## config.mk

```make
export PLATFORM = sky130hd
export DESIGN_NAME = regfile_wb_arbiter_flat
export DESIGN_NICKNAME = d
export VERILOG_FILES = /design/src/rtl/regfile_wb_arbiter_pkg.sv /design/src/rtl/regfile_wb_arbiter_if.sv /design/src/rtl/regfile_wb_arbiter_fifo.sv /design/src/rtl/regfile_wb_arbiter.sv /design/src/flat_wrapper.sv
export SDC_FILE = /design/constraint.sdc
export NUM_CORES = 1
export LEC_CHECK = 0
export ABC_CLOCK_PERIOD_IN_PS = 3350
export CAP_MARGIN = 10
export CORE_MARGIN = 3
export CORE_UTILIZATION = 29
export CTS_CLUSTER_DIAMETER = 200
export DETAILED_ROUTE_END_ITERATION = 6
export MAX_ROUTING_LAYER = met4
export PLACE_DENSITY = 0.5
export SYNTH_ARGS = -nofsm -noshare
export SYNTH_HDL_FRONTEND = slang
export SYNTH_SLANG_ARGS = --single-unit
```

## constraint.sdc

```tcl
create_clock -name clk -period 3.35 [get_ports clk]
set_input_delay 0.5025 -clock clk [delete_from_list [all_inputs] [get_ports clk]]
set_output_delay 0.5025 -clock clk [all_outputs]
set_load 0.03 [all_outputs]
```

## src/rtl/regfile_wb_arbiter_pkg.sv

```systemverilog
`default_nettype none
// ============================================================================
// Module : regfile_arb_pkg
// Brief  : Shared constants and types for the register-file write arbiter.
// Rev    : 1.0  initial release
// ============================================================================
package regfile_arb_pkg;

    localparam int DATA_W = 32;
    localparam int ADDR_W = 4;

    typedef enum logic [1:0] {
        SRC_NONE   = 2'd0,
        SRC_WB     = 2'd1,
        SRC_FIFO   = 2'd2,
        SRC_BYPASS = 2'd3
    } grant_src_t;

    typedef struct packed {
        logic [ADDR_W-1:0] dest;
        logic [DATA_W-1:0] data;
    } ret_entry_t;

endpackage
`default_nettype wire

```

## src/rtl/regfile_wb_arbiter_if.sv

```systemverilog
`default_nettype none
// ============================================================================
// Module : regfile_wb_arbiter_if
// Brief  : Pipeline/memory-side bundle for the register-file write arbiter.
// Rev    : 1.0  initial release
// ============================================================================
interface regfile_wb_arbiter_if #(
    parameter int DATA_W     = regfile_arb_pkg::DATA_W,
    parameter int ADDR_W     = regfile_arb_pkg::ADDR_W,
    parameter int FIFO_DEPTH = 2
);
    logic              wb_en;
    logic [ADDR_W-1:0] wb_dest;
    logic [DATA_W-1:0] wb_result;
    logic              mem_ret_valid;
    logic              mem_ret_ready;
    logic [ADDR_W-1:0] mem_ret_dest;
    logic [DATA_W-1:0] mem_ret_data;
    logic              mem_issue_valid;
    logic [ADDR_W-1:0] mem_issue_dest;
    logic              mem_issue_ready;
    logic [ADDR_W-1:0] src1;
    logic [ADDR_W-1:0] src2;
    logic              use_src1;
    logic              use_src2;
    logic [ADDR_W-1:0] id_dest;
    logic              use_dest;
    logic              hazard;
    logic              rf_wb_en;
    logic [ADDR_W-1:0] rf_dest;
    logic [DATA_W-1:0] rf_result;
    logic [$clog2(FIFO_DEPTH):0] fifo_count;

    modport master (
        output wb_en, wb_dest, wb_result,
        output mem_ret_valid, mem_ret_dest, mem_ret_data,
        output mem_issue_valid, mem_issue_dest,
        output src1, src2, use_src1, use_src2, id_dest, use_dest,
        input  mem_ret_ready, mem_issue_ready, hazard,
        input  rf_wb_en, rf_dest, rf_result, fifo_count
    );

    modport slave (
        input  wb_en, wb_dest, wb_result,
        input  mem_ret_valid, mem_ret_dest, mem_ret_data,
        input  mem_issue_valid, mem_issue_dest,
        input  src1, src2, use_src1, use_src2, id_dest, use_dest,
        output mem_ret_ready, mem_issue_ready, hazard,
        output rf_wb_en, rf_dest, rf_result, fifo_count
    );

endinterface
`default_nettype wire

```

## src/rtl/regfile_wb_arbiter_fifo.sv

```systemverilog
`default_nettype none
// ============================================================================
// Module : wb_ret_fifo
// Brief  : In-order synchronous FIFO with full/empty/count, async reset.
// Rev    : 1.0  initial release
// ============================================================================
module wb_ret_fifo #(
    parameter int WIDTH = 36,
    parameter int DEPTH = 2
) (
    input  wire logic                     clk,
    input  wire logic                     rst,
    input  wire logic                     i_push,
    input  wire logic [WIDTH-1:0]         i_wdata,
    input  wire logic                     i_pop,
    output logic      [WIDTH-1:0]         o_rdata,
    output logic                          o_full,
    output logic                          o_empty,
    output logic      [$clog2(DEPTH):0]   o_count
);

    localparam int c_PTR_W = $clog2(DEPTH);

    logic [WIDTH-1:0]   r_mem [DEPTH];
    logic [c_PTR_W-1:0] r_wr_ptr;
    logic [c_PTR_W-1:0] r_rd_ptr;
    logic [c_PTR_W:0]   r_count;
    logic               w_push_ok;
    logic               w_pop_ok;

    assign o_full    = (r_count == (c_PTR_W+1)'(DEPTH));
    assign o_empty   = (r_count == '0);
    assign o_count   = r_count;
    assign o_rdata   = r_mem[r_rd_ptr];
    assign w_push_ok = i_push & ~o_full;
    assign w_pop_ok  = i_pop & ~o_empty;

    // Power-of-two depth lets the pointers wrap by plain overflow.
    always_ff @(posedge clk or posedge rst) begin
        if (rst) begin
            r_wr_ptr <= '0;
            r_rd_ptr <= '0;
            r_count  <= '0;
        end else begin
            if (w_push_ok) r_wr_ptr <= r_wr_ptr + c_PTR_W'(1);
            if (w_pop_ok)  r_rd_ptr <= r_rd_ptr + c_PTR_W'(1);
            case ({w_push_ok, w_pop_ok})
                2'b10:   r_count <= r_count + (c_PTR_W+1)'(1);
                2'b01:   r_count <= r_count - (c_PTR_W+1)'(1);
                default: r_count <= r_count;
            endcase
        end
    end

    always_ff @(posedge clk) begin
        if (w_push_ok) r_mem[r_wr_ptr] <= i_wdata;
    end

endmodule
`default_nettype wire

```

## src/rtl/regfile_wb_arbiter.sv

```systemverilog
`default_nettype none
// ============================================================================
// Module : regfile_wb_arbiter
// Brief  : Shares the register-file write port between WB and load returns,
//          with a per-register outstanding-load scoreboard for ID hazards.
// Rev    : 1.0  initial release
// ============================================================================
module regfile_wb_arbiter #(
    parameter int DATA_W     = regfile_arb_pkg::DATA_W,
    parameter int ADDR_W     = regfile_arb_pkg::ADDR_W,
    parameter int FIFO_DEPTH = 2,
    parameter int CNT_W      = 2
) (
    input  wire logic          clk,
    input  wire logic          rst,
    regfile_wb_arbiter_if.slave bus
);

    import regfile_arb_pkg::*;

    localparam int               c_NUM_REGS = 1 << ADDR_W;
    localparam logic [CNT_W-1:0] c_CNT_MAX  = {CNT_W{1'b1}};

    grant_src_t         w_src;
    ret_entry_t         w_head;
    ret_entry_t         w_enq_entry;
    logic               w_full;
    logic               w_empty;
    logic               w_push;
    logic               w_pop;
    logic               w_commit;
    logic [ADDR_W-1:0]  w_commit_dest;
    logic [CNT_W-1:0]   r_cnt     [c_NUM_REGS];
    logic [CNT_W-1:0]   w_cnt_nxt [c_NUM_REGS];

    // Reset forces the grant off so the register file sees no write while rst is high.
    always_comb begin
        w_src = SRC_NONE;
        if (rst)                     w_src = SRC_NONE;
        else if (bus.wb_en)          w_src = SRC_WB;
        else if (!w_empty)           w_src = SRC_FIFO;
        else if (bus.mem_ret_valid)  w_src = SRC_BYPASS;
    end

    always_comb begin
        bus.rf_wb_en  = 1'b0;
        bus.rf_dest   = '0;
        bus.rf_result = '0;
        case (w_src)
            SRC_WB: begin
                bus.rf_wb_en  = 1'b1;
                bus.rf_dest   = bus.wb_dest;
                bus.rf_result = bus.wb_result;
            end
            SRC_FIFO: begin
                bus.rf_wb_en  = 1'b1;
                bus.rf_dest   = w_head.dest;
                bus.rf_result = w_head.data;
            end
            SRC_BYPASS: begin
                bus.rf_wb_en  = 1'b1;
                bus.rf_dest   = bus.mem_ret_dest;
                bus.rf_result = bus.mem_ret_data;
            end
            default: ;
        endcase
    end

    assign bus.mem_ret_ready = ~w_full;
    assign w_push            = bus.mem_ret_valid & ~w_full & (w_src != SRC_BYPASS);
    assign w_pop             = (w_src == SRC_FIFO);
    assign w_enq_entry.dest  = bus.mem_ret_dest;
    assign w_enq_entry.data  = bus.mem_ret_data;
    assign w_commit          = (w_src == SRC_FIFO) | (w_src == SRC_BYPASS);
    assign w_commit_dest     = (w_src == SRC_FIFO) ? w_head.dest : bus.mem_ret_dest;

    wb_ret_fifo #(
        .WIDTH ($bits(ret_entry_t)),
        .DEPTH (FIFO_DEPTH)
    ) u_ret_fifo (
        .clk     (clk),
        .rst     (rst),
        .i_push  (w_push),
        .i_wdata (w_enq_entry),
        .i_pop   (w_pop),
        .o_rdata (w_head),
        .o_full  (w_full),
        .o_empty (w_empty),
        .o_count (bus.fifo_count)
    );

    // Issue and commit to the same register cancel; saturation and underflow hold.
    for (genvar g = 0; g < c_NUM_REGS; g++) begin : g_cnt
        logic w_inc;
        logic w_dec;
        assign w_inc = bus.mem_issue_valid && (bus.mem_issue_dest == ADDR_W'(g));
        assign w_dec = w_commit && (w_commit_dest == ADDR_W'(g));
        assign w_cnt_nxt[g] =
            (w_inc && !w_dec && r_cnt[g] != c_CNT_MAX) ? r_cnt[g] + CNT_W'(1) :
            (w_dec && !w_inc && r_cnt[g] != '0)        ? r_cnt[g] - CNT_W'(1) :
                                                         r_cnt[g];
    end

    always_ff @(posedge clk or posedge rst) begin
        if (rst) r_cnt <= '{default: '0};
        else     r_cnt <= w_cnt_nxt;
    end

    assign bus.mem_issue_ready = (r_cnt[bus.mem_issue_dest] != c_CNT_MAX);
    assign bus.hazard = (bus.use_src1 && r_cnt[bus.src1]    != '0) |
                        (bus.use_src2 && r_cnt[bus.src2]    != '0) |
                        (bus.use_dest && r_cnt[bus.id_dest] != '0);

endmodule
`default_nettype wire

```

## src/flat_wrapper.sv

```systemverilog
// flat-port wrapper written by rule: the top's interface ports become plain ports
module regfile_wb_arbiter_flat import regfile_arb_pkg::*;
#(
    parameter int DATA_W     = regfile_arb_pkg::DATA_W,
    parameter int ADDR_W     = regfile_arb_pkg::ADDR_W,
    parameter int FIFO_DEPTH = 2,
    parameter int CNT_W      = 2
)
  (clk, rst, bus_wb_en, bus_wb_dest, bus_wb_result, bus_mem_ret_valid, bus_mem_ret_dest, bus_mem_ret_data, bus_mem_issue_valid, bus_mem_issue_dest, bus_src1, bus_src2, bus_use_src1, bus_use_src2, bus_id_dest, bus_use_dest, bus_mem_ret_ready, bus_mem_issue_ready, bus_hazard, bus_rf_wb_en, bus_rf_dest, bus_rf_result, bus_fifo_count);
  regfile_wb_arbiter_if #(.DATA_W(DATA_W), .ADDR_W(ADDR_W), .FIFO_DEPTH(FIFO_DEPTH)) bus_i ();
  input  wire logic clk;
  input  wire logic rst;
  input wire logic [$bits(bus_i.wb_en)-1:0] bus_wb_en;
  input wire logic [$bits(bus_i.wb_dest)-1:0] bus_wb_dest;
  input wire logic [$bits(bus_i.wb_result)-1:0] bus_wb_result;
  input wire logic [$bits(bus_i.mem_ret_valid)-1:0] bus_mem_ret_valid;
  input wire logic [$bits(bus_i.mem_ret_dest)-1:0] bus_mem_ret_dest;
  input wire logic [$bits(bus_i.mem_ret_data)-1:0] bus_mem_ret_data;
  input wire logic [$bits(bus_i.mem_issue_valid)-1:0] bus_mem_issue_valid;
  input wire logic [$bits(bus_i.mem_issue_dest)-1:0] bus_mem_issue_dest;
  input wire logic [$bits(bus_i.src1)-1:0] bus_src1;
  input wire logic [$bits(bus_i.src2)-1:0] bus_src2;
  input wire logic [$bits(bus_i.use_src1)-1:0] bus_use_src1;
  input wire logic [$bits(bus_i.use_src2)-1:0] bus_use_src2;
  input wire logic [$bits(bus_i.id_dest)-1:0] bus_id_dest;
  input wire logic [$bits(bus_i.use_dest)-1:0] bus_use_dest;
  output wire logic [$bits(bus_i.mem_ret_ready)-1:0] bus_mem_ret_ready;
  output wire logic [$bits(bus_i.mem_issue_ready)-1:0] bus_mem_issue_ready;
  output wire logic [$bits(bus_i.hazard)-1:0] bus_hazard;
  output wire logic [$bits(bus_i.rf_wb_en)-1:0] bus_rf_wb_en;
  output wire logic [$bits(bus_i.rf_dest)-1:0] bus_rf_dest;
  output wire logic [$bits(bus_i.rf_result)-1:0] bus_rf_result;
  output wire logic [$bits(bus_i.fifo_count)-1:0] bus_fifo_count;
  assign bus_i.wb_en = bus_wb_en;
  assign bus_i.wb_dest = bus_wb_dest;
  assign bus_i.wb_result = bus_wb_result;
  assign bus_i.mem_ret_valid = bus_mem_ret_valid;
  assign bus_i.mem_ret_dest = bus_mem_ret_dest;
  assign bus_i.mem_ret_data = bus_mem_ret_data;
  assign bus_i.mem_issue_valid = bus_mem_issue_valid;
  assign bus_i.mem_issue_dest = bus_mem_issue_dest;
  assign bus_i.src1 = bus_src1;
  assign bus_i.src2 = bus_src2;
  assign bus_i.use_src1 = bus_use_src1;
  assign bus_i.use_src2 = bus_use_src2;
  assign bus_i.id_dest = bus_id_dest;
  assign bus_i.use_dest = bus_use_dest;
  assign bus_mem_ret_ready = bus_i.mem_ret_ready;
  assign bus_mem_issue_ready = bus_i.mem_issue_ready;
  assign bus_hazard = bus_i.hazard;
  assign bus_rf_wb_en = bus_i.rf_wb_en;
  assign bus_rf_dest = bus_i.rf_dest;
  assign bus_rf_result = bus_i.rf_result;
  assign bus_fifo_count = bus_i.fifo_count;
  regfile_wb_arbiter #(.DATA_W(DATA_W), .ADDR_W(ADDR_W), .FIFO_DEPTH(FIFO_DEPTH), .CNT_W(CNT_W)) u_core (.clk(clk), .rst(rst), .bus(bus_i));
endmodule
```

Word-level counts from Yosys, hierarchy flattened
Memories as Yosys holds them, arrays and structs flattened.
Cells that the tools add are included.
- reduce and logical (&&, ||, !) cells: 171
- bitwise logic cells: 13
- magnitude comparators: 4
- mux-type cells: 55
- eq/ne operators: 54
- $add $sub $neg: 36
- operator list (operator ; number):
    1-bit logical AND ; 99
    32-bit one-hot mux with 3 select lines ; 1
    2-bit 2-to-1 mux ; 44
    2-bit nonzero test ; 36
    4-bit equality test, second input constant ; 16
    2-bit inequality test, second input constant ; 18
    2-bit by 1-bit adder with 2-bit output, second input constant ; 17
    2-bit by 1-bit subtractor with 2-bit output, second input constant ; 17
    2-bit binary-select mux with 4-bit select ; 4
    4-bit by 3-bit equality test with 1-bit output, second input constant ; 8
    1-bit zero test ; 32
    5-bit greater-or-equal comparator, second input constant ; 4
    4-bit NOT with 5-bit output ; 4
    4-bit by 2-bit equality test with 1-bit output, second input constant ; 4
    4-bit one-hot mux with 3 select lines ; 1
    2-bit equality test, second input constant ; 4
    4-bit by 1-bit equality test with 1-bit output, second input constant ; 2
    4-bit zero test ; 2
    1-bit bitwise AND ; 4
    2-bit by 1-bit equality test with 1-bit output, second input constant ; 2
    4-bit 2-to-1 mux ; 1
    2-bit one-hot mux with 2 select lines ; 1
    1-bit 2-to-1 mux ; 3
    1-bit OR ; 3
    other kinds (4) ; 6
- bits in registers: 36
- memories kept: 1
- word-level logic and storage cells: 353
- bits in writable memories: 72
- output and inout bits: 42
- memories (memory ; words ; bits a word ; rd ports ; clocked after memory_dff ; write ports ; RTL line ; source):
    u_core.u_ret_fifo.r_mem ; 2 ; 36 ; 1 ; 0 ; 1 ; regfile_wb_arbiter_fifo.sv:24 ; logic [WIDTH-1:0] r_mem [DEPTH];

Depth between registers and ports, before layout
- depth in word-level cells: 12
- gate-level depth with buffers: 10
- depth with buffers taken out: 7

By module
From an unflattened synthesis, not the netlist that was laid out.
- cell total of the unflattened synthesis: 564
- area, all modules: 6346.1 µm²
- modules (own cells, without submodules) (module ; area each (µm²) ; sequential area each (µm²) ; instances ; cells an instance):
    regfile_wb_arbiter ; 3398.3 ; 800.8 ; 1 ; 433
    wb_ret_fifo ; 2947.8 ; 2262.2 ; 1 ; 131

Worst setup path before layout
Ideal clock, no wire load.
- kind: input to output
- start point: input port rst
- end point: output port bus_rf_dest[1]
- buffers on the path: 1
- required time: 2.847 ns
- stages: 4
- arrival time: 2.441 ns
- setup slack: 0.407 ns
- cells stage by stage: inv_1 > nand2_1 > clkbuf_1 > o22ai_1
- cells in the longest elaborated chain, start to end: 3
- RTL lines (element ; RTL line ; source):
    from (decl) ; flat_wrapper.sv:12 ; input wire logic rst;
    2-bit 2-to-1 mux (*) ; regfile_wb_arbiter.sv:39 ; if (rst) w_src = SRC_NONE;
    2-bit equality test or 2-bit by 1-bit equality test with 1-bit output (tied branches) ; regfile_wb_arbiter.sv:49 ; case (w_src)
    4-bit one-hot mux with 3 select lines (*) ; regfile_wb_arbiter.sv:49 ;
    to (decl) ; flat_wrapper.sv:31 ; output wire logic [$bits(bus_i.rf_dest)-1:0] bus_rf_dest;
Mark *: on every way between the ends. The rest lies on a longest branch, timed or not.

Final worst setup path
- start point: input port bus_src2[3]
- end point: output port bus_hazard
- cells in the longest elaborated chain, start to end: 8
- RTL lines (element ; RTL line ; source):
    from (decl) ; flat_wrapper.sv:22 ; input wire logic [$bits(bus_i.src2)-1:0] bus_src2;
    4-bit NOT with 5-bit output (not written as such) ; regfile_wb_arbiter.sv:111 ; (bus.use_src2 && r_cnt[bus.src2] != '0) |
    2-bit binary-select mux with 4-bit select ; regfile_wb_arbiter.sv:111 ;
    2-bit 2-to-1 mux (not written as such) (2 in series) ; regfile_wb_arbiter.sv:111 ;
    2-bit nonzero test ; regfile_wb_arbiter.sv:111 ;
    1-bit logical AND ; regfile_wb_arbiter.sv:111 ;
    1-bit OR ; regfile_wb_arbiter.sv:110 ; assign bus.hazard = (bus.use_src1 && r_cnt[bus.src1] != '0) |
    1-bit OR ; regfile_wb_arbiter.sv:111 ;
    to (decl) ; flat_wrapper.sv:29 ; output wire logic [$bits(bus_i.hazard)-1:0] bus_hazard;
Every way passes these cells. The select of a mux whose other input is x is not followed.

==> impl_metrics.yaml <==
run_status:
  status: "completed"
worst_setup_path:
  crit_buf_inv: 2
  max_stage_delay_ns: 0.61
  cp-startpoint: "bus_src2[3]"
  path_cells: "clkdlybuf4s50_1, mux4_2, mux2_2, a2111o_1, o211ai_1, buf_4"
  required_ns: 2.85
  r2r_end: "u_core.r_cnt[2]"
  critPathKind: "input pin to output pin"
  cp_max_fo: 5
  crit_path_end_kind: "output pin"
  worst_ep_arrival_time_ns: 2.64
  crit_family: "multiplexers"
  r2r-start: "u_core.u_ret_fifo.r_rd_ptr"
  reg2reg_slack_ns: 0.71
  worstSetupStartpointType: "input pin"
  slowest_stage: "clkdlybuf4s50_1"
  ff2ff_path_depth: 6
clock_tree:
  clock_sinks: 108
  htree_levels: 3
  cts_buffers: 9
  cts_hold_buf: 0
  tritoncts: "built"
  clk_latency_ns: 0.35
  cts_buffer_depth: 2
  cts_resized: 0
  path_clk_slew_ns: 0.07
  cts_root_buf: "clkbuf_16"
  cts_setup_buffers: 0
routing:
  drtIter0Drc: 363
  drc_errors: 0
  drt_pass1_iterations: 5
  drtAntennaViolNets: 0
  avgRoutedWirePerCell_um: 18.3
  wl_mm: 17.8
  vias: 5083
  avgViaCountPerCell: 5.21
die:
  io-pin-count: 138
  dieWidth_um: 152
  fp.dieArea_um2: 23100
  initial_core_util: 0.301
  row_count: 52
  core_area_um2: 20600
  die_y_um: 152
sta:
  tns_ns: 0
  grt_setup_unrepaired: "false"
  hold_viol: 0
  post-route-min-period_ns: 3.14
  setup_viol_count_final: 0
  drv_slew: 0
  fin_hold_ws_ns: 0.534
  tightestPinTransition_ns: 0.923
  fin_crit_sh: 0.937
  max_freq_mhz: 319
  slew_headroom: 0.378
  fin_skew_ns: 0.00751
placement:
  placed_cells: 958
  place.gp.congestion: 0.872
  portBuffers: 137
  dp_hpwl_mm: 13.4
cells_and_area:
  layout_common_cells: "clkdlybuf4s50_1 (99), edfxtp_1 (72), mux2i_1 (69), buf_4 (48), nor2_1 (44)"
  syn2layout_area_growth_pct: 32.1
  drive_above_1_share: 0.148
  fin_cells: 975
  nets: 796
  layout_commonest_cell: "clkdlybuf4s50_1"
  fillerInstances: 2005
hold_path:
  worst_hold_path.endpoint: "u_core.r_cnt[14]"
  hp-class: "flip-flop to flip-flop"
  hp-start: "u_core.r_cnt[14]"
  whs_path_depth: 1
run:
  max_cap_violations: 0
global_routing:
  grt_first_pass_wirelength_mm: 28.1
  grtUsageMet3: 0.0219
  grt_pass1_vias: 5196
  grt_util_all_layers: 0.154
  grt_antenna_before_repair: 1
  grt_busiest_layer: "met2"
  grt_max_degree: 37
  gr-usage-met2: 0.255
  grt_use_met1: 0.196
  grt_overflow: 0
logic_synthesis:
  syn_inst: 565
  async_reset_ff_frac: 0.333
  ys_ff_latch: 108
  yosys_warnings: 0
  syn_avg_cell_area_um2: 10.9
  seq_area_frac_synth: 0.495
  synth_top_flop_cell: "edfxtp_1"
  synth_edf_count: 72
  yosysUniqueCellTypes: 63
  netlist_area_um2: 6180
  syn_nets: 662
power_and_ir_drop:
  pwr_density_cell_nw_per_um2: 630
  max-vdd-ir-drop_mv: 0.332
  cellLeakagePower_uw: 0.00317
-- state kept, by name, indices dropped and copies added, names as in the netlist --
register and count:
u_core.u_ret_fifo.r_mem 72, u_core.u_ret_fifo.r_rd_ptr 1, u_core.u_ret_fifo.r_wr_ptr 1, u_core.u_ret_fifo.o_count 2, u_core.r_cnt 32
-- worst register-to-register path, delay by kind of cell, from the launching register on --
kind               cells  cell delay [ns]
and+or+nand+nor        2             0.34
DFF                    1             0.58
AOI/OAI and AO/OA      3             1.10
muxes                  1             0.53
-- through the flow --
stage	instance area (µm²)	total power [µW]	worst slack, ns	util
after detailed placement	7830	4000	0.200	0.381
final	8170	5140	0.211	0.397
after CTS	8170	5210	0.167	0.397
after global routing	8170	5440	0.0698	0.397
after floorplan	6180	3270	0.407	-
after global placement	7830	3960	0.281	0.381
-- layout make-up --
| type | instances | area (µm²) | area share |
|---|---|---|---|
| sequential | 108 | 3060 | 0.375 |
| antenna | 1 | 2.50 | 0.000306 |
| clock inverter | 6 | 105 | 0.0129 |
| multi-input combinational | 402 | 2920 | 0.357 |
| timing repair buffer | 150 | 1410 | 0.173 |
| inverter | 28 | 105 | 0.0129 |
| clock buffer | 10 | 229 | 0.0280 |
| tap | 270 | 338 | 0.0413 |
-- cells by family (layout without fill, tap and decap cells) --
kind of cell               after synthesis  after routing  share of synthesized area
AOI/OAI and AO/OA                      152            152                      0.171
xor gates and xnor gates                 5              5                    0.00708
adders and majority gates                1              1                    0.00202
buffers and inverters                   55            194                     0.0374
DFF                                    108            108                      0.495
muxes                                   87             87                      0.163
other                                    0              1                          0
and+or+nand+nor                        157            157                      0.124
-- cell usage after synthesis (2+ instances only) --
cell type  count  area, µm²
nand4_1        3       18.8
a21oi_1       25        125
o21ai_1        2       10.0
a221o_1        2       20.0
nor2b_1        6       37.5
nand2b_1       3       18.8
buf_2          5       25.0
mux2i_1       69        691
o22a_1         3       26.3
nor3b_1        3       22.5
nor4_1         2       12.5
xnor2_1        5       43.8
o22ai_2        4       50.1
dfrtp_1       36        901
a31o_2         2       17.5
nand3_1       18       90.1
o211ai_1      14        105
a21o_1         6       45.0
nor2_1        46        173
mux2_2         8       90.1
and3_1         8       50.1
inv_1         27        101
a22oi_1        4       30.0
a31oi_1        3       18.8
clkbuf_1      17       63.8
nand2_1       34        128
o22ai_1       35        219
a311oi_1       3       26.3
edfxtp_1      72       2160
o21ai_0       23        115
mux4_2        10        225
nor3_1        22        110
a221oi_1       8       70.1
buf_4          3       22.5
a21boi_0       4       30.0
and4_1         3       26.3
-- layer usage --
metal / up-vias / wire length (µm)
met3: 22 / 580
met5: - / 0
met1: 2490 / 8010
met4: 0 / 255
met2: 116 / 8980
li1: 2455 / -
-- worst max-delay path by stage --
| stage | end | slack, ns | depth (start not counted) |
|---|---|---|---|
| global route | bus_rf_result[19] | 0.07 | 6 |
| global placement | bus_hazard | 0.28 | 6 |
| CTS | bus_rf_result[19] | 0.17 | 6 |
| finish | bus_hazard | 0.21 | 6 |
| floorplan | bus_rf_dest[1] | 0.41 | 4 |
| detailed placement | bus_hazard | 0.20 | 6 |
-- report_power, final --
group	switching [µW]	internal, µW	leakage, µW
clock network	518	674	0.000162
registers	227	1750	0.00108
logic	1140	834	0.00193
total	1890	3260	0.00317
(Power assumes the default switching activity.)
